### src/rtl/dmem_arbiter.sv
// Round-robin arbiter and byte-lane formatter sharing the data memory between
// the CPU load/store port (requester 0) and the debug/loader port (requester 1).
module dmem_arbiter #(
    parameter int MEM_AW = 10
) (
    input  logic              clk,
    input  logic              rst,
    input  logic              m0_req,
    input  logic              m0_we,
    input  logic [1:0]        m0_size,
    input  logic [31:0]       m0_addr,
    input  logic [31:0]       m0_wdata,
    output logic              m0_gnt,
    output logic              m0_rvalid,
    output logic [31:0]       m0_rdata,
    output logic              m0_err,
    input  logic              m1_req,
    input  logic              m1_we,
    input  logic [1:0]        m1_size,
    input  logic [31:0]       m1_addr,
    input  logic [31:0]       m1_wdata,
    output logic              m1_gnt,
    output logic              m1_rvalid,
    output logic [31:0]       m1_rdata,
    output logic              m1_err,
    output logic              mem_en,
    output logic [3:0]        mem_we,
    output logic [MEM_AW-1:0] mem_addr,
    output logic [31:0]       mem_wdata,
    input  logic [31:0]       mem_rdata
);

    logic        last_q, last_d;
    logic        rsp_valid_q, rsp_valid_d;
    logic        rsp_owner_q, rsp_owner_d;
    logic        rsp_err_q, rsp_err_d;
    logic        rsp_we_q, rsp_we_d;
    logic [1:0]  rsp_off_q, rsp_off_d;
    logic [1:0]  rsp_size_q, rsp_size_d;

    logic        any_gnt;
    logic        sel_we;
    logic [1:0]  sel_size;
    logic [31:0] sel_addr;
    logic [31:0] sel_wdata;
    logic [1:0]  off;
    logic        aligned;
    logic [3:0]  lanes;
    logic        unused_addr_bits;

    logic        rsp_live;
    logic [31:0] rd_shifted;
    logic [31:0] rd_data;

    // last_q = 1 means requester 1 was granted last, so requester 0 wins a tie.
    always_comb begin
        m0_gnt  = !rst && m0_req && (!m1_req || last_q);
        m1_gnt  = !rst && m1_req && (!m0_req || !last_q);
        any_gnt = m0_gnt || m1_gnt;
    end

    always_comb begin
        sel_we    = m1_gnt ? m1_we    : m0_we;
        sel_size  = m1_gnt ? m1_size  : m0_size;
        sel_addr  = m1_gnt ? m1_addr  : m0_addr;
        sel_wdata = m1_gnt ? m1_wdata : m0_wdata;
        off       = sel_addr[1:0];
        case (sel_size)
            2'b00:   aligned = 1'b1;
            2'b01:   aligned = !off[0];
            2'b10:   aligned = (off == 2'b00);
            default: aligned = 1'b0;
        endcase
        case (sel_size)
            2'b00:   lanes = 4'b0001;
            2'b01:   lanes = 4'b0011;
            default: lanes = 4'b1111;
        endcase
    end

    assign unused_addr_bits = ^sel_addr[31:MEM_AW+2];

    always_comb begin
        mem_en    = 1'b0;
        mem_we    = '0;
        mem_addr  = '0;
        mem_wdata = '0;
        if (any_gnt) begin
            mem_addr = sel_addr[MEM_AW+1:2];
            if (aligned) begin
                mem_en    = 1'b1;
                mem_we    = sel_we ? (lanes << off) : 4'b0000;
                mem_wdata = sel_wdata << {off, 3'b000};
            end
        end
    end

    always_comb begin
        last_d      = any_gnt ? m1_gnt : last_q;
        rsp_valid_d = any_gnt;
        rsp_owner_d = m1_gnt;
        rsp_err_d   = !aligned;
        rsp_we_d    = sel_we;
        rsp_off_d   = off;
        rsp_size_d  = sel_size;
    end

    always_ff @(posedge clk) begin
        if (rst) begin
            last_q      <= 1'b1;
            rsp_valid_q <= 1'b0;
            rsp_owner_q <= 1'b0;
            rsp_err_q   <= 1'b0;
            rsp_we_q    <= 1'b0;
            rsp_off_q   <= '0;
            rsp_size_q  <= '0;
        end else begin
            last_q      <= last_d;
            rsp_valid_q <= rsp_valid_d;
            rsp_owner_q <= rsp_owner_d;
            rsp_err_q   <= rsp_err_d;
            rsp_we_q    <= rsp_we_d;
            rsp_off_q   <= rsp_off_d;
            rsp_size_q  <= rsp_size_d;
        end
    end

    // A reset arriving in the response cycle suppresses the pending response.
    always_comb begin
        rsp_live   = rsp_valid_q && !rst;
        rd_shifted = mem_rdata >> {rsp_off_q, 3'b000};
        case (rsp_size_q)
            2'b00:   rd_data = {24'h0, rd_shifted[7:0]};
            2'b01:   rd_data = {16'h0, rd_shifted[15:0]};
            default: rd_data = rd_shifted;
        endcase
        if (rsp_err_q || rsp_we_q) rd_data = '0;
        m0_rvalid = rsp_live && !rsp_owner_q;
        m1_rvalid = rsp_live && rsp_owner_q;
        m0_err    = m0_rvalid && rsp_err_q;
        m1_err    = m1_rvalid && rsp_err_q;
        m0_rdata  = m0_rvalid ? rd_data : '0;
        m1_rdata  = m1_rvalid ? rd_data : '0;
    end

endmodule

### config.mk
export PLATFORM = sky130hd
export DESIGN_NAME = dmem_arbiter
export DESIGN_NICKNAME = d
export VERILOG_FILES = /design/src/rtl/dmem_arbiter.sv
export SDC_FILE = /design/constraint.sdc
export NUM_CORES = 1
export LEC_CHECK = 0
export CAP_MARGIN = 40
export CELL_PAD_IN_SITES_DETAIL_PLACEMENT = 1
export CELL_PAD_IN_SITES_GLOBAL_PLACEMENT = 2
export CORE_MARGIN = 10
export CORE_UTILIZATION = 14
export CTS_CLUSTER_SIZE = 30
export DETAILED_ROUTE_END_ITERATION = 12
export GPL_ROUTABILITY_DRIVEN = 0
export PLACE_DENSITY_LB_ADDON = 0.05
export SYNTH_ARGS = -nofsm -noshare
export SYNTH_HDL_FRONTEND = slang
export SYNTH_SLANG_ARGS = --single-unit
### constraint.sdc
create_clock -name clk -period 5.85 [get_ports clk]
set_input_delay 1.4625 -clock clk [delete_from_list [all_inputs] [get_ports clk]]
set_output_delay 1.4625 -clock clk [all_outputs]
set_load 0.02 [all_outputs]
# --- Word-level counts from Yosys, hierarchy flattened ---
# Index checks and enable logic that the tools add are counted.
totals:
  register_bits: 9
  inputBits: 170
  out_inout_bits: 117
  elab_cells: 54
classes:
  n_eq_ne: 3
  shift: 3
  muxes: 18
  n_reduce_logical: 23
ops:
  columns: ["op", "n"]
  rows:
  - ["$mux 32", 6]
  - ["$pmux 32 s2", 1]
  - ["$shl 32x5->32", 1]
  - ["$shr 32x5->32", 1]
  - ["$mux 12", 1]
  - ["$mux 4", 3]
  - ["$mux 10", 1]
  - ["$logic_and 1x1->1", 9]
  - ["$pmux 4 s2", 1]
  - ["$logic_not 1->1", 7]
  - ["$logic_not 2->1", 3]
  - ["$eq 2x1->1 const B", 2]
  - ["$logic_or 1x1->1", 4]
  - ["$shl 4x2->4", 1]
  - ["$mux 1", 3]
  - ["$pmux 1 s3", 1]
  - ["$eq 2x2->1 const B", 1]
  - ["$mux 2", 1]

# --- Depth between registers and ports, before layout ---
# Gate-level depths: netlist of the first run.
logic_depth:
  depth_word: 10
  ltp_mapped: 9
  mapped_depth_nobuf: 6

# --- Least setup slack after synthesis of the first run ---
# No wires, ideal clock.
synth_timing:
  path_type: "input port to output port"
  start: "in rst"
  end: "out mem_wdata[24]"
  arrival_ps: 3188
  required_time_ps: 4388
  setup_slack_ps: 1199
  path_stages: 5
  path_buffers: 1
  path_cell_list: "buf_2 > o21bai_1 > o32ai_1 > a221oi_4 > nor4_1"
synth_via:
  elab_chain_cells: 8
  elab_cells_between_ends: 18
  classes_between: "eq/ne (2); shift (1); mux (6); reduce/logical (9)"
synth_rtl:
  columns: ["item", "line", "text"]
  rows:
  - ["start: declaration", "7", "input logic rst,"]
  - ["$logic_not 1->1 (*)", "57, 58", null]
  - ["parallel branches: the longest is 6 deep, another holds $mux 32", null, null]
  - ["$mux 32 (*)", "88", "if (any_gnt) begin"]
  - ["end: declaration", "29", "output logic [31:0] mem_wdata,"]
# Mark *: on every way between the ends.

# --- Worst setup path in the final report of the first run ---
layout_timing:
  start: "in m0_req"
  end: "out mem_wdata[26]"
layout_via:
  elab_chain_cells: 8
  elab_cells_between_ends: 18
  classes_between: "eq/ne (2); shift (1); mux (6); reduce/logical (9)"
layout_rtl:
  columns: ["item", "line", "text"]
  rows:
  - ["start: declaration", "8", "input logic m0_req,"]
  - ["parallel branches: the longest is 7 deep, another holds $mux 32", null, null]
  - ["$mux 32 (*)", "88", null]
# Marked as above.

==> flow_summary.toml, run 1 <==
[outcome]
status = "completed"

[yosys]
ys_ff_latch = 9
synth.area.top_cells = "mux2i_1 (18%), nor2_1 (10%), nand2_1 (8.9%), dfxtp_1 (6.5%), a211oi_1 (5.1%)"
synth_edf_count = 0
synth_nets = 607
synth_warnings = 0
syn_area_per_cell_sq_um = 6.36
synth_common_cells = "nor2_1 (76), nand2_1 (66), mux2i_1 (50), clkbuf_1 (24), a21oi_1 (23)"
synth_top_area_frac = 0.180
synthesis.area_sq_mm = 0.00278
ys_types = 42
postSynthCellCount = 437
ys_seq_area_frac = 0.0648
synth_ff_type = "dfxtp_1"
yosysMostFrequentCell = "nor2_1"
synth_top_area_cell = "mux2i_1"
synthArstFlopShare = 0

[place]
post-place-ws_ns = 0.118
portBuffers = 246
dp_hpwl_um = 15900
post_dp_cell_area_sq_mm = 0.00560

[power_and_ir_drop]
cellPowerDensity_mw_per_mm2 = 102
fin_total_pwr_uw = 580
cellLeakagePower_nw = 2.11
vdd_drop_max_uv = 45.6

[grt]
grt_overflow = 0
grt_pass1_wl_um = 28500
grt_max_degree = 39
grt_pass1_vias = 4548
grt_usage = 0.138
grt_antenna_before_repair = 1

[drt]
drc = 0
num_vias = 4162
drt_iter0_markers = 147
wl_per_cell_um = 20.6
ant_nets = 0
finalWirelength_um = 19300
dr.pass1.iters = 4
via_per_inst = 4.45

[sta]
slew_violations = 0
finalCritPeriodShare = 0.970
fmax_ghz = 0.176
slew_headroom = 0.572
setup_ws_ns = 0.177
setup_viol = 0
hold_viol = 0
rsz0062_at_grt = "no"
min_period_ns = 5.67
max_slew.worst_pin.slew_ns = 0.640
fin_skew_ns = 0.000293
fin_tns_setup_ns = 0

[die]
rows = 51
fp.dieW_um = 161
num_io_pins = 287
core_area_sq_mm = 0.0195
die-area_sq_mm = 0.0259
start_util = 0.142
die_h_um = 161

[clocking]
cts_root_buffer = "clkbuf_16"
cts_buffers = 3
cts_buffer_depth = 2
clock-sinks = 9
path_clk_slew_ns = 0.04
tritoncts = "built"
htree_levels = 1
postCtsSetupBuffers = 0
insertion_delay_ns = 0.24

[min_path]
hold_class = "reg2reg"

[cells_and_area]
n_fill_cell = 2407
ff_latch_area_sq_um = 180
final_nets = 840
utilization = 0.292
drive_gt1_frac = 0.0747
multiInputGateArea_sq_mm = 0.00236
fin_area_sq_mm = 0.00570
syn_to_final_growth_pct = 105

[job]
drv_cap = 0

[setup_path]
path_max_fanout = 20
start_kind = "primary input"
crit_arrival_ns = 4.21
crit_path_end_kind = "primary output"
critPathKind = "in2out"
required_ns = 4.39
## path summary, 6_finish.rpt
kind	start	to	slack, ns	depth (start not counted)
setup reg to reg	last_q	rsp_we_q	3.97	6
setup / recovery	m0_req	mem_wdata[26]	0.18	9
hold reg to reg	last_q	last_q	0.51	1
hold / removal	last_q	last_q	0.51	1
## worst max-delay path, stage by stage
cell and delay, ns:
clkdlybuf4s50_1 0.50, a21bo_2 0.15, or2_2 0.23, clkinv_4 0.23, nor4_4 0.35, a221oi_4 0.06, buf_12 0.18, nor4_1 0.33
clkdlybuf4s50_1 0.69
## registers in the layout (all words and copies together), names as in the netlist
register and cells:
rsp_we_q 1, rsp_err_q 1, last_q 1, rsp_valid_q 1, rsp_owner_q 1, rsp_size_q 2, rsp_off_q 2
## what timing repair did
item                                    4_1_cts  5_1_grt
endpoints found under the setup margin        0        4
gates resized for setup                       0        2
hold buffers                                  0        0
hold endpoints to repair                      0        0
## report_power, final
| part | internal [mW] | switching (mW) |
|---|---|---|
| combinational | 0.194 | 0.196 |
| sequential | 0.0660 | 0.00222 |
| clock | 0.0912 | 0.0307 |
| total | 0.352 | 0.228 |
## kinds of logic after synthesis
group | synth area share
fa+ha+maj | 0.00360
mux | 0.212
simple gates | 0.368
buf+inv | 0.0886
flops | 0.0648
compound gates | 0.262
## layer usage
| metal | global-route usage | routed length, um | up-vias |
|---|---|---|---|
| met5 | 0 | 0 | - |
| met4 | 0.0215 | 158 | 0 |
| met3 | 0.0580 | 2000 | 8 |
| met2 | 0.238 | 9030 | 189 |
| met1 | 0.159 | 8090 | 1943 |
| li1 | - | - | 2022 |
## layout make-up
| type | count | area share |
|---|---|---|
| Clock buffer | 4 | 0.0138 |
| Antenna cell | 1 | 0.000439 |
| Tap cell | 265 | 0.0582 |
| Multi-Input combinational cell | 375 | 0.415 |
| Timing Repair Buffer | 273 | 0.475 |
| Inverter | 8 | 0.00615 |
| Sequential cell | 9 | 0.0316 |
## through the flow
| step | hold WS [ns] | cells |
|---|---|---|
| after floorplan | 0.460 | 437 |
| after global placement | 0.490 | 929 |
| after detailed placement | 0.487 | 930 |
| after CTS | 0.505 | 934 |
| after global routing | 0.527 | 935 |
| final | 0.512 | 935 |
## layout by cell type, fill, tap and decap left out, types with 2 or more instances in the layout
cell               n
a2111oi_0         16
a211oi_1          19
a21oi_1           23
a22o_1            10
and2_1            16
and3b_1            7
buf_12             3
buf_2              2
buf_4             23
clkbuf_16          3
clkdlybuf4s50_1  243
dfxtp_1            9
inv_1              7
mux2_2             8
mux2i_1           50
nand2_1           66
nand3b_1           2
nor2_1            76
nor2b_1           20
nor3_1            12
nor4_1            12
o211ai_1           8
o21a_1             3
o21ai_0           10
or2_2              3
Note: power is estimated with default switching activity, not from simulation.
==> inputs of run 2 (changes only) <==
--- a/config.mk
+++ b/config.mk
@@ -8,7 +8,6 @@
 export CAP_MARGIN = 40
 export CELL_PAD_IN_SITES_DETAIL_PLACEMENT = 1
 export CELL_PAD_IN_SITES_GLOBAL_PLACEMENT = 2
-export CORE_MARGIN = 10
 export CORE_UTILIZATION = 14
 export CTS_CLUSTER_SIZE = 30
 export DETAILED_ROUTE_END_ITERATION = 12
==> run 2 against run 1 <==
Effect of this change: clock-buffer cell count is the same; clock power decreased by 3%; register-to-register slack improved by 0.09 ns; wire length shrank 16%; die area fell by 21%; critical path depth unchanged; largest cell class unchanged.
==> flow_summary.toml, run 2 (synthesized netlist as in run 1, its figures left out) <==
[setup_path]
required_ns = 4.39
path_max_fanout = 39
crit_buf_inv = 4
crit_path_end_kind = "primary output"
cp_slowest_cell = "clkdlybuf4s50_1"
cpPeakStageDelay_ns = 0.58
path_cells = "clkdlybuf4s50_1 > a21bo_2 > or2_1 > clkinv_4 > buf_12 > a211oi_1 > o21ai_2 > a21oi_1 > clkdlybuf4s50_1"
critPathKind = "in2out"
cp_common_cell = "clkdlybuf4s50_1"
crit_arrival_ns = 4.13
start_kind = "primary input"
cp_top_family = "buffers and inverters"

[die]
die_h_um = 143
start_util = 0.143
die-area_sq_mm = 0.0204
rows = 51
num_io_pins = 287
fp.dieW_um = 143
core_area_sq_mm = 0.0195

[cells_and_area]
syn_to_final_growth_pct = 104
drive_gt1_frac = 0.0732
reg_top3 = "rsp_off_q: 2 flops, rsp_size_q: 2 flops"
layout_commonest_cell = "clkdlybuf4s50_1"
antenna_cells = 0
final_nets = 840
final_cells = 934
fin_area_sq_mm = 0.00568
mostFrequentLayoutCells = "clkdlybuf4s50_1 (244), nor2_1 (76), nand2_1 (66)"

[power_and_ir_drop]
fin_total_pwr_uw = 569
switching_share = 0.384
p_clk_frac = 0.208
p_int_uw = 350
cellPowerDensity_mw_per_mm2 = 100
p_switching_uw = 219
cellLeakagePower_nw = 2.09
vdd_drop_max_uv = 45.4
p_seq_frac = 0.123
pwr-share-comb = 0.669

[clocking]
cts_buffers = 3
cts_root_buffer = "clkbuf_16"
htree_levels = 1
path_clk_slew_ns = 0.04
clock-sinks = 9
insertion_delay_ns = 0.23
cts_buffer_depth = 2
tritoncts = "built"
postCtsSetupBuffers = 0
hold_buffers = 0
cts.repair.resized = 0

[sta]
slew_headroom = 0.465
setup_ws_ns = 0.253
max_slew.worst_pin.slew_ns = 0.801
min_period_ns = 5.60
rsz0062_at_grt = "no"
fin_skew_ns = 0.000230
hold_viol = 0
setup_viol = 0
slew_violations = 0
finalCritPeriodShare = 0.957
fmax_ghz = 0.179

[grt]
grt_overflow = 0
grt_pass1_wl_um = 24200
grt_antenna_before_repair = 0
grt_max_degree = 44
grt_usage = 0.153
grt_pass1_vias = 4253

[drt]
num_vias = 4131
finalWirelength_um = 16200
ant_nets = 0
via_per_inst = 4.42
dr.pass1.iters = 4
drc = 0
drt_iter0_markers = 133
wl_per_cell_um = 17.4

[place]
dp.cells = 930
post-place-ws_ns = 0.155
dp_hpwl_um = 12900
portBuffers = 246
post_dp_cell_area_sq_mm = 0.00560

[job]
drv_cap = 0

[min_path]
hold_class = "reg2reg"

[outcome]
status = "completed"
## run 2: path summary, 6_finish.rpt
path / start / endpoint / slack, ns / cells after the start
worst max-delay path: m1_req / mem_wdata[1] / 0.25 / 9
worst max register to register: last_q / rsp_we_q / 4.06 / 7
worst min-delay path: last_q / last_q / 0.52 / 1
worst min register to register: last_q / last_q / 0.52 / 1
## run 2: final cells by class
class,instances,area [sq um]
well taps,265,332
inverters,8,35.0
clock buffers,4,78.8
multi-input cells,375,2350
fillers,2361,13800
repair buffers,273,2700
flip-flops and latches,9,180
## run 2: worst reg2reg max path: stages (launching register included)
cell and delay, ns:
dfxtp_1 0.32, a21bo_2 0.20, or2_1 0.28, clkinv_4 0.11, buf_4 0.22, mux2i_1 0.32, buf_4 0.19, nor2_1 0.04
## run 2: power by group through the flow
stage	registers [mW]	clock network, mW	logic [mW]
2_1_floorplan	0.0682	0	0.181
3_3_place_gp	0.0724	0	0.378
3_5_place_dp	0.0707	0	0.385
4_1_cts	0.0698	0.121	0.387
5_1_grt	0.0704	0.126	0.412
6_report	0.0699	0.118	0.381
## run 2: layer usage
| metal | global-route usage | part of all wire | vias up |
|---|---|---|---|
| met2 | 0.277 | 0.48 | 185 |
| li1 | - | - | 2023 |
| met5 | 0 | 0 | - |
| met3 | 0.0295 | 0.071 | 21 |
| met4 | 0.0351 | 0.019 | 0 |
| met1 | 0.184 | 0.43 | 1902 |
## run 2: stage by stage
stage               setup TNS [ns]   util  hold WS [ns]
floorplan                        0      -         0.460
global placement           -0.0359  0.286         0.488
detailed placement               0  0.288         0.495
CTS                              0  0.292         0.513
global route                     0  0.292         0.538
finish                           0  0.292         0.518
